===== config.mk =====
export PLATFORM = sky130hd
export DESIGN_NAME = dmem_arbiter
export DESIGN_NICKNAME = d
export VERILOG_FILES = /design/src/rtl/dmem_arbiter_pkg.sv /design/src/rtl/dmem_arbiter_starve_counter.sv /design/src/rtl/dmem_arbiter.sv
export SDC_FILE = /design/constraint.sdc
export NUM_CORES = 1
export LEC_CHECK = 0
export BUFFER_PORTS_ARGS = -buffer_cell sky130_fd_sc_hd__buf_2
export CORE_AREA = 2 2 94 96
export DETAILED_ROUTE_END_ITERATION = 10
export DIE_AREA = 0 0 96 98
export SLEW_MARGIN = 20
export SYNTH_ARGS = -nofsm -noshare
export SYNTH_HDL_FRONTEND = slang
export SYNTH_HIERARCHICAL = 1
export SYNTH_SLANG_ARGS = --single-unit

===== constraint.sdc =====
create_clock -name clock -period 2.9 [get_ports clock]
set_input_delay 0.145 -clock clock [delete_from_list [all_inputs] [get_ports clock]]
set_output_delay 0.145 -clock clock [all_outputs]
set_load 0.05 [all_outputs]

===== src/rtl/dmem_arbiter_pkg.sv =====
// Shared definitions for the data-RAM arbiter and the memory controller.
package dmem_arbiter_pkg;

  // Which requester owns the RAM port this cycle
  localparam logic [1:0] GNT_NONE = 2'd0;
  localparam logic [1:0] GNT_CPU  = 2'd1;
  localparam logic [1:0] GNT_DMA  = 2'd2;

  // Byte-address bit that selects the I/O space instead of the data RAM
  localparam int IO_BIT = 31;

  // Width of the DMA starvation counter
  localparam int WAIT_W = 4;

endpackage


===== src/rtl/dmem_arbiter_starve_counter.sv =====
// Saturating up-counter used to bound how long the DMA can be denied.
module dmem_arbiter_starve_counter #(
  parameter int W     = 4,
  parameter int LIMIT = 4
) (
  input  logic         clock,
  input  logic         resetn,
  input  logic         clr,
  input  logic         inc,
  output logic [W-1:0] cnt,
  output logic         at_limit
);

  localparam logic [W-1:0] LIM = W'(LIMIT);

  assign at_limit = (cnt == LIM);

  // Clear wins over increment; the count holds once it reaches the limit
  always_ff @(posedge clock or negedge resetn) begin
    if (!resetn) begin
      cnt <= '0;
    end else if (clr) begin
      cnt <= '0;
    end else if (inc && !at_limit) begin
      cnt <= cnt + 1'b1;
    end
  end

endmodule


===== src/rtl/dmem_arbiter.sv =====
// Fixed-priority arbiter sharing the single-port data RAM between the CPU
// MEM stage and the DMA/loader port. The CPU wins unless the DMA has been
// denied MAX_WAIT cycles in a row, in which case the DMA is forced through
// and the CPU stalls for one cycle.
module dmem_arbiter
  import dmem_arbiter_pkg::*;
#(
  parameter int AW       = 5,
  parameter int DW       = 32,
  parameter int MAX_WAIT = 4
) (
  input  logic          clock,
  input  logic          resetn,
  input  logic          cpu_req,
  input  logic          cpu_we,
  input  logic [31:0]   cpu_addr,
  input  logic [DW-1:0] cpu_wdata,
  output logic [DW-1:0] cpu_rdata,
  output logic          cpu_rvalid,
  output logic          cpu_stall,
  input  logic          dma_req,
  input  logic          dma_we,
  input  logic [AW-1:0] dma_addr,
  input  logic [DW-1:0] dma_wdata,
  output logic          dma_gnt,
  output logic [DW-1:0] dma_rdata,
  output logic          dma_rvalid,
  output logic [AW-1:0] ram_addr,
  output logic [DW-1:0] ram_wdata,
  output logic          ram_we,
  input  logic [DW-1:0] ram_rdata
);

  logic              cpu_mem;
  logic [AW-1:0]     cpu_word;
  logic [1:0]        grant_sel;
  logic              grant_cpu;
  logic              grant_dma;
  logic              starved;
  logic [WAIT_W-1:0] wait_cnt;
  logic              rd_cpu;
  logic              rd_dma;
  logic              we_sel;
  logic              unused_addr;

  // I/O accesses never touch the RAM, so they neither win nor stall
  assign cpu_mem     = cpu_req & ~cpu_addr[IO_BIT];
  assign cpu_word    = cpu_addr[AW+1:2];
  assign unused_addr = ^{cpu_addr[30:AW+2], cpu_addr[1:0]};

  dmem_arbiter_starve_counter #(
    .W     (WAIT_W),
    .LIMIT (MAX_WAIT)
  ) u_starve (
    .clock    (clock),
    .resetn   (resetn),
    .clr      (grant_dma | ~dma_req),
    .inc      (dma_req & ~grant_dma),
    .cnt      (wait_cnt),
    .at_limit (starved)
  );

  // Priority: starved DMA, then CPU, then DMA
  always_comb begin
    grant_sel = GNT_NONE;
    if (dma_req && starved) begin
      grant_sel = GNT_DMA;
    end else if (cpu_mem) begin
      grant_sel = GNT_CPU;
    end else if (dma_req) begin
      grant_sel = GNT_DMA;
    end
  end

  assign grant_cpu = (grant_sel == GNT_CPU);
  assign grant_dma = (grant_sel == GNT_DMA);
  assign cpu_stall = cpu_mem & ~grant_cpu;
  assign dma_gnt   = grant_dma;

  // Steer the winner's fields onto the RAM port; idle port drives zeros
  always_comb begin
    ram_addr  = '0;
    ram_wdata = '0;
    we_sel    = 1'b0;
    case (grant_sel)
      GNT_CPU: begin
        ram_addr  = cpu_word;
        ram_wdata = cpu_wdata;
        we_sel    = cpu_we;
      end
      GNT_DMA: begin
        ram_addr  = dma_addr;
        ram_wdata = dma_wdata;
        we_sel    = dma_we;
      end
      default: begin
        ram_addr  = '0;
        ram_wdata = '0;
        we_sel    = 1'b0;
      end
    endcase
  end

  // No RAM writes can slip through while reset is held
  assign ram_we = we_sel & resetn;

  // Remember who issued a read so the returning data is tagged next cycle
  always_ff @(posedge clock or negedge resetn) begin
    if (!resetn) begin
      rd_cpu <= 1'b0;
      rd_dma <= 1'b0;
    end else begin
      rd_cpu <= grant_cpu & ~cpu_we;
      rd_dma <= grant_dma & ~dma_we;
    end
  end

  assign cpu_rvalid = rd_cpu;
  assign dma_rvalid = rd_dma;
  assign cpu_rdata  = ram_rdata;
  assign dma_rdata  = ram_rdata;

endmodule


Yosys cells after proc, flatten, opt, wreduce, memory -nomap -nowiden
Cells that the tools add are included.

storage, ports and cells
  bits in registers = 6
  word-level logic and storage cells = 32
  input bits = 139
  output and inout port bits = 106

operators by class
  bitwise operators = 13
  reductions and logical operators = 4
  equal/unequal tests = 3
  mux-type cells = 8
  $add $sub $neg = 1

operators with widths
  operator               number
  $pmux W32 S2           1
  $pmux W5 S2            1
  $mux W4                2
  $and A1 B1 Y1          6
  $mux W2                3
  $not A1 Y1             6
  $add A4 B1 Y4 const B  1
  $eq A4 B3 Y1 const B   1
  $eq A2 B1 Y1 const B   1
  $eq A2 B2 Y1 const B   1
  $logic_and A1 B1 Y1    2
  $pmux W1 S2            1
  $reduce_bool A2 Y1     1
  $logic_not A1 Y1       1
  $or A1 B1 Y1           1

Logic depth before layout (Yosys ltp)
Gate-level depths: netlist (run 1).

  depth after elaboration = 10
  mapped depth = 12
  depth with buffers taken out = 11

Modules after synthesis
The synthesis (run 1) kept the hierarchy.

modules (own cells, without submodules)
  module                       instances  area each (um2)  cells each  seq. area each (um2)
  dmem_arbiter                 1          1148.6           167         50.0
  dmem_arbiter_starve_counter  1          234.0            24          100.1

Worst setup path before layout (run 1)
No wires, ideal clock.

  path type = register -> output
  from = reg u_starve.cnt[0]
  to = out ram_wdata[10]
  data arrival time = 2514 ps
  required time = 2755 ps
  slack = 241 ps
  cell stages (with the launch flop) = 11
  buffers on the path = 2
  cells stage by stage = dfrtp_1 > inv_1 > ha_1 > nand3b_4 > inv_2 > o21a_1 > ha_1 > buf_6 > buf_6 > a22oi_1 > nor2_1

on the way
  longest elaborated chain between the ends = 5
  elaborated cells between the ends (all ways) = 6
  those cells by class = eq/ne (3); mux (2); reduce/logical (1)

RTL lines
  item                    line                               text
  start, declared         dmem_arbiter_starve_counter.sv:10  output logic [W-1:0] cnt,
  start signal, assigned  dmem_arbiter_starve_counter.sv:25  cnt <= cnt + 1'b1;
  $eq A4 B3 Y1            dmem_arbiter_starve_counter.sv:16  assign at_limit = (cnt == LIM);
  named net starved       dmem_arbiter.sv:39                 logic starved;
  $logic_and A1 B1 Y1     dmem_arbiter.sv:66                 if (dma_req && starved) begin
  $mux W2                 dmem_arbiter.sv:66
  $eq A2 B2 Y1            --
  named net dma_gnt       dmem_arbiter.sv:25                 output logic dma_gnt,
  $pmux W32 S2            dmem_arbiter.sv:85                 case (grant_sel)
  end, declared           dmem_arbiter.sv:29                 output logic [DW-1:0] ram_wdata,

The timed path passes the listed nets, and every way through them passes these cells.

Worst setup path after layout (run 1)
  from = reg u_starve.cnt[0]
  to = out ram_we

on the way
  longest elaborated chain between the ends = 6
  elaborated cells between the ends (all ways) = 7
  those cells by class = eq/ne (3); mux (2); bitwise (1); reduce/logical (1)

RTL lines
  item                                          line                               text
  $eq A4 B3 Y1 *                                dmem_arbiter_starve_counter.sv:16
  named net starved                             dmem_arbiter.sv:39
  $logic_and A1 B1 Y1 *                         dmem_arbiter.sv:66
  $mux W2 *                                     dmem_arbiter.sv:66
  $eq A2 B2 Y1 or $eq A2 B1 Y1 (tied branches)  dmem_arbiter.sv:85
  $pmux W1 S2 *                                 dmem_arbiter.sv:85
  $and A1 B1 Y1 *                               dmem_arbiter.sv:105                assign ram_we = we_sel & resetn;
  end, declared                                 dmem_arbiter.sv:30                 output logic ram_we,

The timed path passes the listed nets; every way through them passes the cells marked *.

==> flow_summary_export.csv, run 1 <==
group,metric,value,unit
clock_network,clock-sinks,6,
route,post_drt_via_cell_ratio,4.15,
clock_network,tritoncts,"done",
synth,synth.avg_cell_area,7.24,um2
worst_setup_path,worst-path-buf-inv,4,
synth,netlist_instances,191,
worst_setup_path,r2r_setup_slack,0.52,ns
floorplanning,start_util,16.3,%
global_routing,grt_max_degree,30,
worst_setup_path,path_delay_family,"adder cells",
floorplanning,core_area,0.00847,mm2
synth,ys_seq_area_share,10.9,%
power,switching_share,47.9,%
power,irDropWorstVdd,0.0751,mV
clock_network,cts_buffers,3,
global_routing,grt_usage,9.91,%
min_path,holdCritPathClass,"in2reg",
worst_setup_path,path_cells,"inv_1 -> ha_1 -> nand3b_4 -> inv_2 -> a21o_1 -> ha_1 -> buf_12 -> nor3b_2 -> buf_2",
timing,relSlewSlack,68.7,%
route,ant_nets,0,
power,power.internal,0.288,mW
worst_setup_path,slowest_stage,"ha_1",
global_routing,antenna_found_initial,0,
power,cellPowerDensity,324,mW/mm2
outcome,status,"complete, no violations",
synth,netlist_area,0.00138,mm2
clock_network,cts_root_buf,"clkbuf_8",
clock_network,ctsResizeCount,0,
layout,final_util,20.2,%
power,p_leak,0.919,nW
place,gp_congestion,0.637,
layout,mostFrequentLayoutCells,"buf_2 (119), nor2_1 (39), a22oi_1 (38)",
floorplanning,rows,34,
worst_setup_path,arrival,2.47,ns
timing,tns,0,ns
synth,synth_area_leaders,"buf_4 (35%), a22oi_1 (21%), dfrtp_1 (11%), nor2_1 (11%), ha_1 (4.5%)",
worst_setup_path,cp_slowest_stage_delay,0.49,ns
timing,final_max_slew_viol_count,0,
floorplanning,die_h,98,um
floorplanning,ios,245,
timing,rsz0062_at_grt,"no",
clock_network,clkTransAtPathRegs,0.04,ns
timing,fin_crit_sh,90.0,%
timing,hold_viol_final,0,
floorplanning,die-area,0.00941,mm2
route,wirelength,4930,um
layout,diodes,0,
route,vias,1469,
route,first_iter_violations,26,
timing,setup_viol,0,
power,power_frac_clock,23.9,%
route,wl_per_cell,13.9,um
timing,max_freq,383,MHz
route,drc,0,
route,dr.pass1.iters,4,
layout,layout_commonest_cell,"buf_2",
worst_setup_path,required,2.76,ns
power,switching_power,0.265,mW
floorplanning,die_w,96,um
place,io_buffers,122,
place,hpwl,4140,um
synth,synth_top_area_cell,"buf_4",
timing,finalCriticalPeriod,2.61,ns
synth,ys_ff_latch,6,
layout,drive_above_1_share,54.9,%
global_routing,grt_pass1_vias,1416,
layout,syn2layout_area_growth,23.5,%
worst_setup_path,worstPathMaxFanout,27,
timing,worst_clock_skew,0.00198,ns
synth,ys_warn_count,6,
worst_setup_path,cp-end-kind,"output port",
synth,yosysTopAreaCellShare,35.3,%
worst_setup_path,critPathKind,"reg2out",
clock_network,clk_path_buf_depth,2,
worst_setup_path,cp_common_cell,"ha_1",
clock_network,cts-htree-levels,1,
power,seqPwrFrac,15.9,%
synth,synth_nets,335,
global_routing,grt_pass1_wl,7270,um
job,max-cap-violations,0,
layout,layout.nets,392,
power,p_comb_share,60.2,%
timing,worst_slew_pin_slew,0.470,ns
worst_setup_path,startpoint_type,"flop",
synth,yosysUniqueCellTypes,24,
clock_network,clk_latency,0.23,ns
global_routing,grt_overflow,0,
## power by group through the flow
stage / clock, mW / combinational, mW / sequential, mW
2_1_floorplan: 0 / 0.450 / 0.0930
3_3_place_gp: 0 / 0.331 / 0.0889
3_5_place_dp: 0 / 0.335 / 0.0890
4_1_cts: 0.135 / 0.337 / 0.0879
5_1_grt: 0.141 / 0.359 / 0.0881
6_report: 0.132 / 0.333 / 0.0879
## layer usage
| layer | global-route usage, % | share of wire [%] | vias to the layer above |
|---|---|---|---|
| met4 | 6.48 | 5.5 | 0 |
| met2 | 16.8 | 50 | 81 |
| li1 | - | - | 702 |
| met5 | 0 | 0 | - |
| met3 | 2.16 | 8.8 | 31 |
| met1 | 10.9 | 36 | 655 |
## per-stage QoR
step                      instances  worst slack (ns)  hold WS [ns]  instance area [um2]  power [mW]
after floorplan                 191             0.241        -0.151                 1380       0.543
after global placement          350             0.562       -0.0199                 1660       0.420
after detailed placement        350             0.490       -0.0167                 1660       0.424
after CTS                       354             0.246        0.0753                 1710       0.560
after global routing            354             0.107        0.0788                 1710       0.589
final                           354             0.289        0.0793                 1710       0.553
## worst paths after layout
check,startpoint,end,cells after the start
max in group asynchronous,resetn,u_starve/cnt[3]$_DFFE_PN0P_,2
setup / recovery,u_starve/cnt[0]$_DFFE_PN0P_,ram_we,9
min in group asynchronous,resetn,dma_rvalid$_DFF_PN0_,2
setup reg to reg,u_starve/cnt[0]$_DFFE_PN0P_,u_starve/cnt[3]$_DFFE_PN0P_,11
hold reg to reg,u_starve/cnt[3]$_DFFE_PN0P_,u_starve/cnt[3]$_DFFE_PN0P_,2
hold / removal,dma_we,dma_rvalid$_DFF_PN0_,2
## flip-flops by register name, indices dropped and copies added, names as in the netlist
name,count
u_starve/cnt,4
cpu_rvalid,1
dma_rvalid,1
## final cells by class
| class | instances | area [um2] |
|---|---|---|
| clock buffers | 3 | 41.3 |
| fillers | 969 | 6760 |
| inverters | 4 | 15.0 |
| multi-input cells | 105 | 651 |
| flip-flops and latches | 6 | 150 |
| well taps | 108 | 135 |
| repair buffers | 128 | 716 |
## repair_timing
item / 4_1_cts / 5_1_grt
setup buffers: 0 / 0
hold buffers: 1 / 0
hold endpoints to repair: 6 / 0
## logic make-up after synthesis
kind of cell	Yosys count	share of synthesized area, %
DFF	6	10.9
buffers and inverters	80	42.1
AOI/OAI and AO/OA	48	25.2
adders and majority gates	5	4.52
and+or+nand+nor	52	17.4
## Yosys cell counts
cell and n:
buf_2 6, nor3_1 1, a21oi_1 5, a21o_1 1, ha_1 5, o21ai_0 1
buf_6 4, nor3b_2 1, nor2b_1 2, buf_4 65, nand2b_1 2, a22oi_1 38
inv_1 3, inv_2 1, o21a_1 1, dfrtp_1 6, a21o_2 2, nor2_1 39
nand2_1 1, clkbuf_1 1, nand4_1 1, nand3b_4 1, nand3_1 3, or3_1 1
Power figures use the tool's default switching activity.
==> run 2, diff against run 1 <==
MAX_ROUTING_LAYER = met4   (was default)
RECOVER_POWER = 50   (was default)
==> run 2 against run 1 <==
Compared with the run above: combinational power about the same; maximum frequency is essentially flat; global-route usage grew 0.30 points; critical path type unchanged; largest cell class unchanged.
==> flow_summary_export.csv, run 2 (synthesis gave the netlist of run 1 again) <==
group,metric,value,unit
outcome,status,"complete, no violations",
floorplanning,ios,245,
route,drc,0,
timing,worst_clock_skew,0.00268,ns
place,hpwl,4140,um
timing,hold_viol_final,0,
worst_setup_path,worstPathMaxFanout,27,
job,max-cap-violations,0,
layout,syn2layout_area_growth,23.5,%
worst_setup_path,required,2.76,ns
global_routing,grt_usage,10.2,%
timing,final_max_slew_viol_count,0,
layout,diodes,0,
layout,top_register,"u_starve/cnt",
layout,mostFrequentLayoutCells,"buf_2 (119), nor2_1 (39), a22oi_1 (38)",
route,post_drt_via_cell_ratio,4.17,
worst_setup_path,worstRegToRegCells,11,
route,dr.pass1.iters,4,
layout,largest_register_ffs,4,
floorplanning,die-area,0.00941,mm2
timing,max_freq,383,MHz
worst_setup_path,startpoint_type,"flop",
clock_network,tritoncts,"done",
power,cellPowerDensity,324,mW/mm2
timing,rsz0062_at_grt,"no",
route,first_iter_violations,24,
min_path,min_to,"dma_rvalid$_DFF_PN0_",
min_path,holdCritPathClass,"in2reg",
timing,relSlewSlack,68.7,%
clock_network,clkTransAtPathRegs,0.04,ns
clock_network,cts_root_buf,"clkbuf_8",
global_routing,grt_pass1_wl,7280,um
power,irDropWorstVdd,0.0758,mV
floorplanning,die_w,96,um
clock_network,clk_path_buf_depth,2,
global_routing,antenna_found_initial,0,
worst_setup_path,r2r-start,"u_starve/cnt[0]$_DFFE_PN0P_",
floorplanning,rows,34,
timing,worst_slew_pin_slew,0.470,ns
layout,drive_above_1_share,54.9,%
floorplanning,die_h,98,um
clock_network,cts_buffers,3,
floorplanning,start_util,16.3,%
route,wl_per_cell,13.9,um
global_routing,grt_pass1_vias,1415,
clock_network,clock-sinks,6,
timing,finalCriticalPeriod,2.61,ns
clock_network,hold_buffers,1,
timing,fin_crit_sh,90.1,%
timing,tns,0,ns
clock_network,cts-htree-levels,1,
layout,final_util,20.2,%
timing,hold_ws,0.0784,ns
floorplanning,core_area,0.00847,mm2
clock_network,ctsResizeCount,0,
min_path,hold_depth,2,
layout,layout_commonest_cell,"buf_2",
worst_setup_path,arrival,2.47,ns
worst_setup_path,cp-end-kind,"output port",
timing,fin_ws,0.287,ns
place,pre_cts_slack,0.490,ns
timing,setup_viol,0,
route,ant_nets,0,
layout,layout.nets,392,
power,p_leak,0.919,nW
route,wirelength,4910,um
global_routing,grt_max_degree,30,
clock_network,clk_latency,0.23,ns
global_routing,grt_overflow,0,
clock_network,post_cts_buffers,0,
place,gp_congestion,0.643,
power,power.total,0.553,mW
route,vias,1476,
worst_setup_path,reg2reg_to,"u_starve/cnt[3]$_DFFE_PN0P_",
worst_setup_path,critPathKind,"reg2out",
place,io_buffers,122,
worst_setup_path,r2r_setup_slack,0.51,ns
min_path,hold_start,"dma_we",
==> run 2: cell counts in the layout (fill, tap and decap cells not counted) <==
Identical to the previous run, type by type.
==> run 2: area by class of cell <==
type	instances	area (um2)
fill	969	6760
clock buffer	3	41.3
sequential	6	150
tap	108	135
multi-input combinational	105	651
inverter	4	15.0
timing repair buffer	128	716
==> run 2: worst max-delay path by stage <==
stage / from / endpoint / slack [ns]
2_1_floorplan: u_starve/cnt[0]$_DFFE_PN0P_ / ram_wdata[10] / 0.24
6_report: u_starve/cnt[0]$_DFFE_PN0P_ / ram_we / 0.29
5_1_grt: u_starve/cnt[0]$_DFFE_PN0P_ / ram_we / 0.11
3_3_place_gp: u_starve/cnt[0]$_DFFE_PN0P_ / ram_we / 0.56
4_1_cts: u_starve/cnt[0]$_DFFE_PN0P_ / ram_we / 0.25
3_5_place_dp: u_starve/cnt[0]$_DFFE_PN0P_ / ram_we / 0.49
==> run 2: per-layer routing <==
layer	up-vias	GRT usage (%)	share of wire, %
met5	-	-	0
li1	702	-	-
met3	29	2.24	9.0
met4	0	6.48	5.3
met1	664	10.9	35
met2	81	16.8	50
==> run 2: metrics by stage <==
| stage | instance area, um2 | cells |
|---|---|---|
| floorplan | 1380 | 191 |
| global placement | 1660 | 350 |
| detailed placement | 1660 | 350 |
| CTS | 1710 | 354 |
| global route | 1710 | 354 |
| finish | 1710 | 354 |
==> run 2: report_power, final <==
group / internal (mW) / switching [mW] / leakage [nW]
Combinational: 0.112 / 0.221 / 0.816
Sequential: 0.0866 / 0.00131 / 0.0823
Clock: 0.0898 / 0.0428 / 0.0216
Total: 0.288 / 0.265 / 0.919
==> run 2: critical path, stage by stage (launching register included) <==
cell and delay, ns:
dfrtp_1 0.36, inv_1 0.08, ha_1 0.23, nand3b_4 0.10, inv_2 0.07, a21o_1 0.20
ha_1 0.49, buf_12 0.25, nor3b_2 0.17, buf_2 0.28
==> run 3, diff against run 2 <==
==> constraint.sdc (replaced) <==
create_clock -name clock -period 2.9 [get_ports clock]
set_input_delay 0.145 -clock clock [delete_from_list [all_inputs] [get_ports clock]]
set_output_delay 0.145 -clock clock [all_outputs]
set_load 0.1 [all_outputs]
==> run 3 against run 2 <==
Compared with the run above: global-route usage decreased by 0.58 points; sequential share of layout area decreased by 2.8 points; setup slack improved by 0.047 ns; first-iteration DRC count increased by 46%; clock skew decreased by 0.0018 ns; final cell count increased by 0.28%; via count increased by 0.95%; critical path type unchanged; worst hold slack improved by 0.0091 ns; sequential power about the same; power increased by 53%; clock power decreased by 5%.
==> flow_summary_export.csv, run 3 (synthesis gave the netlist of run 1 again) <==
group,metric,value,unit
clock_network,post_cts_buffers,0,
place,numPlacedInstances,351,
worst_setup_path,crit_start,"u_starve/cnt[0]$_DFFE_PN0P_",
floorplanning,start_util,16.3,%
timing,final_max_slew_viol_count,0,
worst_setup_path,startpoint_type,"flop",
layout,layout.nets,393,
clock_network,clk_latency,0.22,ns
global_routing,grt_pass1_wl,6890,um
clock_network,tritoncts,"done",
global_routing,antenna_found_initial,0,
worst_setup_path,required,2.76,ns
route,wl_met2,2340,um
route,dr.pass1.iters,4,
place,hpwl,3790,um
route,dr_wl_met3,419,um
clock_network,hold_buffers,1,
power,p_leak,1.05,nW
power,cellPowerDensity,338,mW/mm2
global_routing,grt_pass1_vias,1418,
layout,largest_register_ffs,4,
clock_network,cts_buffers,3,
timing,max_freq,390,MHz
timing,fin_crit_sh,88.5,%
power,power.total,0.848,mW
min_path,holdCritPathClass,"in2reg",
job,max-cap-violations,0,
floorplanning,die_h,98,um
route,vias,1490,
layout,layout_commonest_cell,"buf_2",
worst_setup_path,critPathKind,"reg2out",
layout,drive_above_1_share,70.4,%
power,power_frac_clock,14.9,%
layout,stdcell_count,355,
floorplanning,core_area,0.00847,mm2
power,power.internal,0.402,mW
outcome,status,"complete, no violations",
timing,relSlewSlack,67.6,%
global_routing,grt_overflow,0,
worst_setup_path,crit_end,"ram_addr[4]",
layout,mostFrequentLayoutCells,"buf_2 (83), buf_12 (41), a22oi_1 (38)",
worst_setup_path,r2r_setup_slack,0.46,ns
timing,finalCriticalPeriod,2.57,ns
floorplanning,die-area,0.00941,mm2
layout,diodes,0,
power,seqPwrFrac,10.4,%
clock_network,clk_path_buf_depth,2,
timing,worst_slew_pin_slew,0.486,ns
timing,hold_viol_final,0,
place,io_buffers,122,
route,met1_length,1500,um
clock_network,ctsResizeCount,0,
power,switching_share,52.7,%
worst_setup_path,worstRegToRegCells,11,
route,post_drt_via_cell_ratio,4.20,
layout,syn2layout_area_growth,81.4,%
worst_setup_path,arrival,2.42,ns
floorplanning,ios,245,
power,irDropWorstVdd,0.118,mV
power,p_comb_share,74.7,%
route,wl_per_cell,12.6,um
worst_setup_path,r2r-start,"u_starve/cnt[0]$_DFFE_PN0P_",
floorplanning,die_w,96,um
route,drc,0,
layout,nFillCells,877,
timing,tns,0,ns
route,first_iter_violations,35,
clock_network,clock-sinks,6,
floorplanning,rows,34,
power,switching_power,0.447,mW
place,gp_congestion,0.690,
route,ant_nets,0,
global_routing,grt_max_degree,27,
clock_network,clkTransAtPathRegs,0.04,ns
clock_network,cts-htree-levels,1,
timing,hold_ws,0.0874,ns
route,top_layer,"met4",
clock_network,cts_root_buf,"clkbuf_8",
timing,rsz0062_at_grt,"no",
route,wirelength,4490,um
timing,worst_clock_skew,0.000911,ns
timing,setup_viol,0,
worst_setup_path,worstPathMaxFanout,20,
worst_setup_path,reg2reg_to,"u_starve/cnt[3]$_DFFE_PN0P_",
worst_setup_path,cp-end-kind,"output port",
global_routing,grt_usage,9.64,%
layout,top_register,"u_starve/cnt",
## run 3: per-layer routing
metal / vias to the layer above / global-route usage, %
li1: 707 / -
met4: 0 / 5.93
met3: 35 / 1.93
met2: 79 / 16.4
met1: 669 / 9.96
met5: - / -
## run 3: final cells by class
class,instances,area (um2),share of cell area [%]
multi-input combinational,105,891,35.5
tap,108,135,5.39
timing repair buffer,129,1280,50.9
inverter,4,15.0,0.599
sequential,6,150,5.99
clock buffer,3,41.3,1.65
## run 3: worst min-delay path by stage
stage,from,endpoint,slack (ns),depth (start not counted)
final,cpu_we,cpu_rvalid$_DFF_PN0_,0.09,2
after global routing,cpu_we,cpu_rvalid$_DFF_PN0_,0.09,2
after CTS,cpu_we,cpu_rvalid$_DFF_PN0_,0.08,2
after detailed placement,resetn,cpu_rvalid$_DFF_PN0_,-0.01,1
after global placement,resetn,cpu_rvalid$_DFF_PN0_,-0.02,1
after floorplan,resetn,cpu_rvalid$_DFF_PN0_,-0.15,0
## run 3: worst max-delay path, stage by stage, from the launching register on
cell,delay (ns)
dfrtp_1,0.36
inv_1,0.08
ha_1,0.23
nand3b_4,0.11
inv_2,0.07
o21a_1,0.23
ha_4,0.59
buf_12,0.25
nor2_2,0.07
buf_12,0.16
## run 3: power by group through the flow
stage	Sequential (mW)	Clock, mW	Combinational [mW]
CTS	0.0880	0.132	0.642
global route	0.0881	0.139	0.664
detailed placement	0.0891	0	0.640
floorplan	0.0973	0	0.809
global placement	0.0889	0	0.634
finish	0.0880	0.126	0.634
## run 3: through the flow
stage	setup slack [ns]	cell area, um2	utilization, %
final	0.335	2510	29.6
after global routing	0.213	2510	29.6
after CTS	0.321	2510	29.6
after detailed placement	0.472	2460	29.0
after global placement	0.568	2460	29.0
after floorplan	-0.268	1610	-
